==> src/rtl/ddr3_cmd_queue_pkg.sv <==
// Shared types for the CPU-side DDR3 request queue: command encoding,
// address-field widths and the queued request record.
package ddr3_cmd_queue_pkg;

    localparam int ROW_W  = 15;
    localparam int BA_W   = 3;
    localparam int COL_W  = 10;
    localparam int DATA_W = 64;
    localparam int DM_W   = 8;
    localparam int ADDR_W = 32;

    typedef enum logic {
        CMD_READ  = 1'b0,
        CMD_WRITE = 1'b1
    } cmd_e;

    typedef struct packed {
        cmd_e              cmd;
        logic [BA_W-1:0]   ba;
        logic [ROW_W-1:0]  row;
        logic [COL_W-1:0]  col;
        logic [DATA_W-1:0] wr_data;
        logic [DM_W-1:0]   dm;
    } ddr3_req_t;

endpackage

==> src/rtl/ddr3_cmd_queue_if.sv <==
// CPU request / FSM head-of-queue bundle around ddr3_cmd_queue.
// master = CPU + command FSM side, slave = the queue itself.
interface ddr3_cmd_queue_if #(parameter int DEPTH = 8);
    import ddr3_cmd_queue_pkg::*;

    logic                      addr_valid;
    logic                      cs;
    logic                      cmd;
    logic [ADDR_W-1:0]         addr;
    logic [DATA_W-1:0]         wr_data;
    logic [DM_W-1:0]           dm;
    logic                      cpu_rdy;
    logic                      q_valid;
    logic                      q_cmd;
    logic [BA_W-1:0]           q_ba;
    logic [ROW_W-1:0]          q_row;
    logic [COL_W-1:0]          q_col;
    logic [DATA_W-1:0]         q_wr_data;
    logic [DM_W-1:0]           q_dm;
    logic                      q_row_hit;
    logic                      q_accept;
    logic                      pre_all;
    logic [$clog2(DEPTH):0]    count;
    logic                      align_err;

    modport master (
        output addr_valid, cs, cmd, addr, wr_data, dm, q_accept, pre_all,
        input  cpu_rdy, q_valid, q_cmd, q_ba, q_row, q_col, q_wr_data, q_dm,
               q_row_hit, count, align_err
    );

    modport slave (
        input  addr_valid, cs, cmd, addr, wr_data, dm, q_accept, pre_all,
        output cpu_rdy, q_valid, q_cmd, q_ba, q_row, q_col, q_wr_data, q_dm,
               q_row_hit, count, align_err
    );

endinterface

==> src/rtl/ddr3_cmd_queue_fifo.sv <==
// Generic synchronous FIFO, DEPTH (power of 2) entries of type T.
// Latency: 1 cycle push-to-visible, no fall-through. Backpressure: push_rdy low when full.
// Push and pop may coincide whenever push_rdy is high; when full only the pop happens.
module ddr3_cmd_queue_fifo #(
    parameter int  DEPTH = 8,
    parameter type T     = logic [7:0],
    localparam int AW    = $clog2(DEPTH),
    localparam int CW    = AW + 1
) (
    input  logic          clk,
    input  logic          rst,
    input  logic          push_vld,
    input  T              push_dat,
    output logic          push_rdy,
    output logic          pop_vld,
    input  logic          pop_rdy,
    output T              pop_dat,
    output logic [CW-1:0] count
);

    T              mem [DEPTH];
    logic [AW-1:0] wr_ptr;
    logic [AW-1:0] rd_ptr;
    logic          push;
    logic          pop;

    assign push_rdy = (count != CW'(DEPTH));
    assign pop_vld  = (count != '0);
    assign push     = push_vld & push_rdy;
    assign pop      = pop_vld & pop_rdy;
    assign pop_dat  = mem[rd_ptr];

    always_ff @(posedge clk) begin
        if (push) mem[wr_ptr] <= push_dat;
    end

    // Power-of-2 depth: pointers wrap by natural overflow.
    always_ff @(posedge clk or posedge rst) begin
        if (rst) begin
            wr_ptr <= '0;
            rd_ptr <= '0;
            count  <= '0;
        end else begin
            if (push) wr_ptr <= wr_ptr + AW'(1);
            if (pop)  rd_ptr <= rd_ptr + AW'(1);
            count <= count + CW'(push) - CW'(pop);
        end
    end

endmodule

==> src/rtl/ddr3_cmd_queue.sv <==
// CPU request queue feeding the DDR3 command FSM: decodes bank/row/col at push, tracks open rows.
// Latency: 1 cycle push-to-head, head fields combinational. Backpressure: cpu_rdy low when full.
module ddr3_cmd_queue #(
    parameter int DEPTH = 8
) (
    input  logic              clk,
    input  logic              rst,
    ddr3_cmd_queue_if.slave   q
);
    import ddr3_cmd_queue_pkg::*;

    localparam int NB = 2 ** BA_W;

    ddr3_req_t        push_req;
    ddr3_req_t        head;
    ddr3_req_t        head_q;
    logic             head_vld;
    logic             fifo_rdy;
    logic             push;
    logic             pop;
    logic             unused_addr;
    logic [NB-1:0]    open_vld;
    logic [ROW_W-1:0] open_row [NB];

    // Byte address -> {row, bank, burst-aligned column}; low 3 bits are dropped.
    assign push_req.cmd     = cmd_e'(q.cmd);
    assign push_req.ba      = q.addr[12:10];
    assign push_req.row     = q.addr[27:13];
    assign push_req.col     = {q.addr[9:3], 3'b000};
    assign push_req.wr_data = q.wr_data;
    assign push_req.dm      = q.dm;
    assign unused_addr      = ^q.addr[31:28];

    ddr3_cmd_queue_fifo #(
        .DEPTH (DEPTH),
        .T     (ddr3_req_t)
    ) u_fifo (
        .clk      (clk),
        .rst      (rst),
        .push_vld (q.addr_valid & q.cs),
        .push_dat (push_req),
        .push_rdy (fifo_rdy),
        .pop_vld  (head_vld),
        .pop_rdy  (q.q_accept),
        .pop_dat  (head),
        .count    (q.count)
    );

    assign push   = q.addr_valid & q.cs & fifo_rdy;
    assign pop    = head_vld & q.q_accept;
    assign head_q = head_vld ? head : '0;

    assign q.cpu_rdy   = fifo_rdy;
    assign q.q_valid   = head_vld;
    assign q.q_cmd     = head_q.cmd;
    assign q.q_ba      = head_q.ba;
    assign q.q_row     = head_q.row;
    assign q.q_col     = head_q.col;
    assign q.q_wr_data = head_q.wr_data;
    assign q.q_dm      = head_q.dm;
    assign q.q_row_hit = head_vld & open_vld[head.ba] & (open_row[head.ba] == head.row);

    always_ff @(posedge clk or posedge rst) begin
        if (rst) begin
            q.align_err <= 1'b0;
        end else if (push && (q.addr[2:0] != 3'b000)) begin
            q.align_err <= 1'b1;
        end
    end

    // PRE_ALL clears first; a same-cycle pop then re-opens its bank.
    always_ff @(posedge clk or posedge rst) begin
        if (rst) begin
            open_vld <= '0;
            for (int i = 0; i < NB; i++) open_row[i] <= '0;
        end else begin
            if (q.pre_all) open_vld <= '0;
            if (pop) begin
                open_vld[head.ba] <= 1'b1;
                open_row[head.ba] <= head.row;
            end
        end
    end

endmodule

==> src/flat_wrapper.sv <==
// flat-port wrapper written by rule: the top's interface ports become plain ports
module ddr3_cmd_queue_flat import ddr3_cmd_queue_pkg::*;
#(
    parameter int DEPTH = 8
)
  (clk, rst, q_addr_valid, q_cs, q_cmd, q_addr, q_wr_data, q_dm, q_q_accept, q_pre_all, q_cpu_rdy, q_q_valid, q_q_cmd, q_q_ba, q_q_row, q_q_col, q_q_wr_data, q_q_dm, q_q_row_hit, q_count, q_align_err);
  ddr3_cmd_queue_if #(.DEPTH(DEPTH)) q_i ();
  input  logic clk;
  input  logic rst;
  input wire logic [$bits(q_i.addr_valid)-1:0] q_addr_valid;
  input wire logic [$bits(q_i.cs)-1:0] q_cs;
  input wire logic [$bits(q_i.cmd)-1:0] q_cmd;
  input wire logic [$bits(q_i.addr)-1:0] q_addr;
  input wire logic [$bits(q_i.wr_data)-1:0] q_wr_data;
  input wire logic [$bits(q_i.dm)-1:0] q_dm;
  input wire logic [$bits(q_i.q_accept)-1:0] q_q_accept;
  input wire logic [$bits(q_i.pre_all)-1:0] q_pre_all;
  output wire logic [$bits(q_i.cpu_rdy)-1:0] q_cpu_rdy;
  output wire logic [$bits(q_i.q_valid)-1:0] q_q_valid;
  output wire logic [$bits(q_i.q_cmd)-1:0] q_q_cmd;
  output wire logic [$bits(q_i.q_ba)-1:0] q_q_ba;
  output wire logic [$bits(q_i.q_row)-1:0] q_q_row;
  output wire logic [$bits(q_i.q_col)-1:0] q_q_col;
  output wire logic [$bits(q_i.q_wr_data)-1:0] q_q_wr_data;
  output wire logic [$bits(q_i.q_dm)-1:0] q_q_dm;
  output wire logic [$bits(q_i.q_row_hit)-1:0] q_q_row_hit;
  output wire logic [$bits(q_i.count)-1:0] q_count;
  output wire logic [$bits(q_i.align_err)-1:0] q_align_err;
  assign q_i.addr_valid = q_addr_valid;
  assign q_i.cs = q_cs;
  assign q_i.cmd = q_cmd;
  assign q_i.addr = q_addr;
  assign q_i.wr_data = q_wr_data;
  assign q_i.dm = q_dm;
  assign q_i.q_accept = q_q_accept;
  assign q_i.pre_all = q_pre_all;
  assign q_cpu_rdy = q_i.cpu_rdy;
  assign q_q_valid = q_i.q_valid;
  assign q_q_cmd = q_i.q_cmd;
  assign q_q_ba = q_i.q_ba;
  assign q_q_row = q_i.q_row;
  assign q_q_col = q_i.q_col;
  assign q_q_wr_data = q_i.q_wr_data;
  assign q_q_dm = q_i.q_dm;
  assign q_q_row_hit = q_i.q_row_hit;
  assign q_count = q_i.count;
  assign q_align_err = q_i.align_err;
  ddr3_cmd_queue #(.DEPTH(DEPTH)) u_core (.clk(clk), .rst(rst), .q(q_i));
endmodule
==> config.mk <==
export PLATFORM = sky130hd
export DESIGN_NAME = ddr3_cmd_queue_flat
export DESIGN_NICKNAME = d
export VERILOG_FILES = /design/src/rtl/ddr3_cmd_queue_pkg.sv /design/src/rtl/ddr3_cmd_queue_if.sv /design/src/rtl/ddr3_cmd_queue_fifo.sv /design/src/rtl/ddr3_cmd_queue.sv /design/src/flat_wrapper.sv
export SDC_FILE = /design/constraint.sdc
export NUM_CORES = 1
export LEC_CHECK = 0
export ABC_AREA = 1
export BUFFER_PORTS_ARGS = -buffer_cell sky130_fd_sc_hd__buf_4
export CORE_ASPECT_RATIO = 1.25
export CORE_UTILIZATION = 34
export DETAILED_ROUTE_END_ITERATION = 6
export GPL_TIMING_DRIVEN = 0
export PLACE_DENSITY = 0.59
export REMOVE_ABC_BUFFERS = 1
export SYNTH_ARGS = -nofsm -noshare
export SYNTH_HDL_FRONTEND = slang
export SYNTH_SLANG_ARGS = --single-unit
==> constraint.sdc <==
create_clock -name clk -period 6.79 [get_ports clk]
set_input_delay 1.0185 -clock clk [delete_from_list [all_inputs] [get_ports clk]]
set_output_delay 1.0185 -clock clk [all_outputs]
set_load 0.02 [all_outputs]
======== Word-level counts from Yosys, hierarchy flattened ========
Memory sizes are Yosys's and may differ from the RTL's.
Index checks and enable logic that the tools add are counted.
operators by class
  bitwise operators ....................... 7
  order comparisons ....................... 4
  mux-type cells .......................... 15
  $add $sub $neg .......................... 4
  reductions and logical operators ........ 5
  equal/unequal tests ..................... 2
operators with widths
  cell                   number
  $bwmux W120            1
  $mux W101              1
  $bmux W15 S3           1
  $demux W15 S3          1
  $mux W15               3
  $mux W8                2
  $eq A15 B15 Y1         1
  $or A8 B8 Y8           1
  $add A3 B1 Y3 const B  2
  $and A1 B1 Y1          5
  $add A4 B1 Y4          1
  $ge A4 B4 Y1 const B   1
  $lt A3 B4 Y1 const B   1
  $lt A4 B1 Y1 const B   1
  $mux W1                4
  $ne A4 B4 Y1 const B   1
  $not A3 Y4             1
  $reduce_bool A4 Y1     1
  $sub A4 B1 Y4          1
  $bmux W1 S3            1
  $demux W1 S3           1
  $ge A3 B1 Y1 const B   1
  $logic_and A1 B1 Y1    3
  $reduce_bool A3 Y1     1
word-level totals
  bits in writable memories ............... 784
  output and inout port bits .............. 109
  input bits .............................. 111
  register bits ........................... 139
  memories kept ........................... 1
memories
  name               depth  bits a word  read ports  clocked after Yosys merged registers in  write ports  line                       RTL
  u_core.u_fifo.mem  8      98           1           0                                        1            ddr3_cmd_queue_fifo.sv:21  T mem [DEPTH];

======== Longest topological paths before layout ========
An unclocked memory read counts as a cell.
  word-level depth ........................ 7
  depth in mapped cells ................... 20
  depth with buffers taken out ............ 18

======== By module ========
From an unflattened synthesis, not the netlist that was laid out.
second synthesis, totals
  cells, all modules ...................... 4626
  area total of the unflattened synthesis .. 42956.2 um^2
by module, submodules not included
  module               sequential area each (um^2)  cells an instance  instances  area an instance (um^2)
  ddr3_cmd_queue_fifo  24513.5                      3559               1          35814.3
  ddr3_cmd_queue       3228.1                       1067               1          7141.8

======== Worst setup path after synthesis ========
Ideal clock, no wire load.
  path kind ............................... input to register
  start ................................... input q_addr_valid
  end ..................................... memory u_core.u_fifo.mem[0][0] in the netlist's numbering (enable)
  stages .................................. 3
  arrival time ............................ 5.588 ns
  library setup time ...................... 0.555 ns
  data required time ...................... 6.235 ns
  path slack .............................. 0.647 ns
  path through ............................ nand3_1 -> or2_2 -> nor2_1
between the ends
  longest elaborated chain between the ends .. 4
RTL lines
  element                        line                       RTL
  start, declared                flat_wrapper.sv:10         input wire logic [$bits(q_i.addr_valid)-1:0] q_addr_valid;
  $and A1 B1 Y1                  ddr3_cmd_queue.sv:40       .push_vld (q.addr_valid & q.cs),
  $and A1 B1 Y1                  ddr3_cmd_queue_fifo.sv:29  assign push = push_vld & push_rdy;
  $mux W1                        ddr3_cmd_queue_fifo.sv:34  if (push) mem[wr_ptr] <= push_dat;
  $mux W1 (implied by the code)  ddr3_cmd_queue_fifo.sv:34
  end, declared                  ddr3_cmd_queue_fifo.sv:21
Every way passes these cells.

======== Worst setup path after layout ========
  start ................................... register u_core.u_fifo.rd_ptr[0]
  end ..................................... output q_q_row_hit
between the ends
  longest elaborated chain between the ends .. 7
  elaborated cells between the ends (all ways) .. 10
  those cells by class .................... eq/ne: 1; mux: 5; bitwise: 3; memory: 1
RTL lines
  element                                      line                       RTL
  start, declared                              ddr3_cmd_queue_fifo.sv:23  logic [AW-1:0] rd_ptr;
  start signal, assigned                       ddr3_cmd_queue_fifo.sv:45  if (pop) rd_ptr <= rd_ptr + AW'(1);
  $mem_v2 Z8 W98 (*)                           --
  $not A3 Y4 (implied by the code)             ddr3_cmd_queue.sv:61       assign q.q_row_hit = head_vld & open_vld[head.ba] & (open_row[head.ba] == head.row);
  $bmux W15 S3                                 ddr3_cmd_queue.sv:61
  $mux W15 (implied by the code) (2 in a row)  ddr3_cmd_queue.sv:61
  $eq A15 B15 Y1                               ddr3_cmd_queue.sv:61
  $and A1 B1 Y1 (*)                            ddr3_cmd_queue.sv:61
  end, declared                                flat_wrapper.sv:26         output wire logic [$bits(q_i.q_row_hit)-1:0] q_q_row_hit;
Every way passes the cells marked *; elsewhere a longest branch is shown, timed or not. The select of a mux whose other input is x is not followed.

==> impl_metrics.toml <==
[yosys]
synthArstFlopShare_pct = 15.1
synthFlopType = "edfxtp_1"
synthDistinctLibCells = 38
synth_area_um2 = 37300
yosysWarnings = 0
synth-seq-area-share_pct = 72.4
netlist_instances = 3122
ys_seq_elements = 923
synth_edf_count = 784
syn_area_per_cell_um2 = 11.9

[worst_setup_path]
setup.worst_path.start_class = "flip-flop"
path_cells = "buf_16, buf_16, clkinv_16, buf_16, nand2_1, nand3_1, nand3_4, nand2_8, inv_6, nand2_1, nand3_1, nand2_1, nor2_1, nor2_1, nor2_1, nand2_1, nor2_1, nand2_1, nor2_1, buf_4"
cp.required_ps = 5770
crit_slowest_cell = "dfrtp_4"
path_max_fanout = 100
cp-end-kind = "primary output"
critPathKind = "flip-flop to primary output"
worstPathArrival_ps = 5380
critPathMaxStageDelay_ps = 630

[cells_and_area]
multi_input_area_um2 = 9120
fill_cells = 10200
drive_above_1_share_pct = 13.9
regArea_um2 = 27000
nets = 3386
area_growth_pct = 18.0
final_cells = 4789

[power_and_ir_drop]
p_comb_share_pct = 41.4
power_density_nw_per_um2 = 479
p_total_mw = 21.1
switching_share_pct = 40.3
p_leak_nw = 15.7
power_frac_seq_pct = 34.6
ir_drop_v = 0.000308
p_switching_mw = 8.51
clkPwrFrac_pct = 24.0
p_int_mw = 12.6

[drt]
wl_per_cell_um = 19.6
drt_wl_total_um = 93800
ant_nets = 0
first_iter_violations = 1629
vias_per_cell = 5.00
drt_pass1_iterations = 5
vias = 24000
drc = 0

[floorplan]
die-area_um2 = 111000
io_pins = 220
core_um2 = 109000
rows = 135
start_util_pct = 34.3
die_h_um = 372
die_x_um = 298

[clocking]
cts_hold_buf = 0
clock_sinks = 923
cts_buffers = 95
clk_pin_slew_ps = 60
htreeDepth = 3
clockBufferDepth = 3
clock_latency_ps = 700
cts-root-buf = "clkbuf_16"
cts_tree = "built"

[min_path]
hp-class = "input pin to asynchronous set/reset pin"

[timing]
worst_pin_slew_ps = 1340
skew_ps = 13.1
slew_headroom_pct = 10.9
finalMaxSlewViolations = 0
min_period_ps = 6400
max_freq_mhz = 156
final_hold_viol_count = 0
setup_viol = 0
timing.final.crit_share_pct = 94.3

[global_routing]
antenna_found_initial = 6
grt_use_met3_pct = 3.63
grt_pass1_wl_um = 140000
track_usage_pct = 16.5
met2_usage_pct = 28.9
grt_pass1_vias = 23200
grt_overflow_total = 0
busiest_layer = "met2"
grt_max_degree = 195
grt_use_met1_pct = 20.1

[placement]
gp_congestion = 0.743
placedCellCount = 4602
io_buffers = 212
dp_hpwl_um = 50900

[job]
drv_cap = 0

[status]
status = "finished, final reports clean"
## state kept, by name, summed over array words and instances (netlist names)
name / cells
u_core.q.align_err: 1
u_core.u_fifo.mem: 784
u_core.open_vld: 8
u_core.u_fifo.wr_ptr: 3
u_core.open_row: 120
u_core.u_fifo.count: 4
u_core.u_fifo.rd_ptr: 3
## power by group through the flow
| stage | combinational (mW) | clock [mW] | sequential [mW] |
|---|---|---|---|
| floorplan | 5.28 | 0 | 7.61 |
| global placement | 7.57 | 0 | 7.88 |
| detailed placement | 8.70 | 0 | 7.43 |
| CTS | 8.80 | 5.20 | 7.32 |
| global route | 9.71 | 5.42 | 7.38 |
| finish | 8.73 | 5.07 | 7.31 |
## cell usage in the layout (no fill, tap or decap), types with 6 or more instances in the layout
cell       count
a21oi_1       43
a31oi_1       80
a32o_1        18
buf_12        31
buf_16        18
buf_4        212
clkbuf_1      23
clkbuf_16     97
clkinv_1      14
clkinv_2      21
dfrtp_1      137
edfxtp_1     784
ha_1           8
inv_1         52
nand2_1      456
nand2_2        6
nand3_1       96
nand3_2       23
nor2_1       535
nor2_4         9
o21ai_0      526
o21ai_1        7
o22ai_1       80
## final cells by class
cell class,instances,area share [%]
well taps,1438,4.09
clock buffers,123,5.80
flip-flops and latches,923,61.4
clock inverters,56,1.12
repair inverters,1,0.0256
diodes,3,0.0170
inverters,57,0.602
multi-input cells,1925,20.7
repair buffers,263,6.26
## kinds of logic after synthesis
logic type / after synthesis / synth area share, %
simple gates: 1142 / 12.5
flops: 923 / 72.4
compound gates: 764 / 11.1
buf+inv: 278 / 3.47
fa+ha+maj: 9 / 0.322
xor+xnor: 5 / 0.117
other cells: 1 / 0.0101
## metrics by stage
step / util, % / setup TNS [ps] / setup slack [ps] / hold slack (ps) / instance area (um2)
final: 40.5 / 0 / 389 / 364 / 44000
after global routing: 40.5 / -10.1 / -10.1 / 375 / 44000
after CTS: 40.5 / 0 / 87.5 / 332 / 44000
after detailed placement: 37.6 / -365 / -365 / 466 / 40900
after global placement: 36.5 / -7287580 / -18290 / 461 / 39600
after floorplan: - / -1070230 / -6210 / 450 / 36200
## path summary, 6_finish.rpt
check,end,slack (ps),cells after the start,from
max,q_q_row_hit,390,20,u_core.u_fifo.rd_ptr[0]
min,u_core.u_fifo.wr_ptr[1],360,2,rst
max reg2reg,u_core.open_row[5],1880,11,u_core.u_fifo.rd_ptr[0]
min reg2reg,u_core.open_row[18],480,2,u_core.open_row[18]
max in group asynchronous,u_core.open_row[1],5570,3,rst
min in group clk,u_core.open_row[18],480,2,u_core.open_row[18]
## what timing repair did
item | in CTS | in global routing
endpoints found under the setup margin | 1 | 1
pin swaps | 1 | 1
gates cloned | 2 | 2
setup buffers | 0 | 1
gates resized for setup | 4 | 2
## cell usage after synthesis, types with 2 or more instances
cell type	count	share of area, %
inv_1	53	0.53
a31oi_1	80	1.3
buf_8	2	0.081
buf_6	12	0.36
buf_1	13	0.13
nand2_4	4	0.12
ha_1	8	0.27
xnor2_1	2	0.047
edfxtp_1	784	63
inv_2	3	0.030
a21oi_1	43	0.58
nand3_1	97	1.3
buf_2	57	0.76
nand3_2	24	0.64
nor2_1	543	5.5
nand2_2	7	0.12
xor2_1	3	0.070
a32o_1	18	0.48
a22oi_1	5	0.10
o22ai_1	80	1.3
nor2_8	3	0.16
clkbuf_1	124	1.2
buf_4	12	0.24
dfrtp_1	139	9.3
o21ai_1	7	0.094
o21ai_0	526	7.1
a22o_1	2	0.047
o21bai_1	2	0.040
nor3_1	5	0.067
nand2_1	456	4.6
## per-layer routing
metal,up-vias,share of wire (%)
met2,551,50
li1,11400,-
met1,11900,42
met4,6,2.3
met5,-,0.048
met3,127,5.8
## critical path, delay by kind of cell (launching register included)
family	cells	cell delay, ps
and+or+nand+nor	14	1980
buffers and inverters	6	1840
DFF	1	630
(Power assumes the default switching activity.)
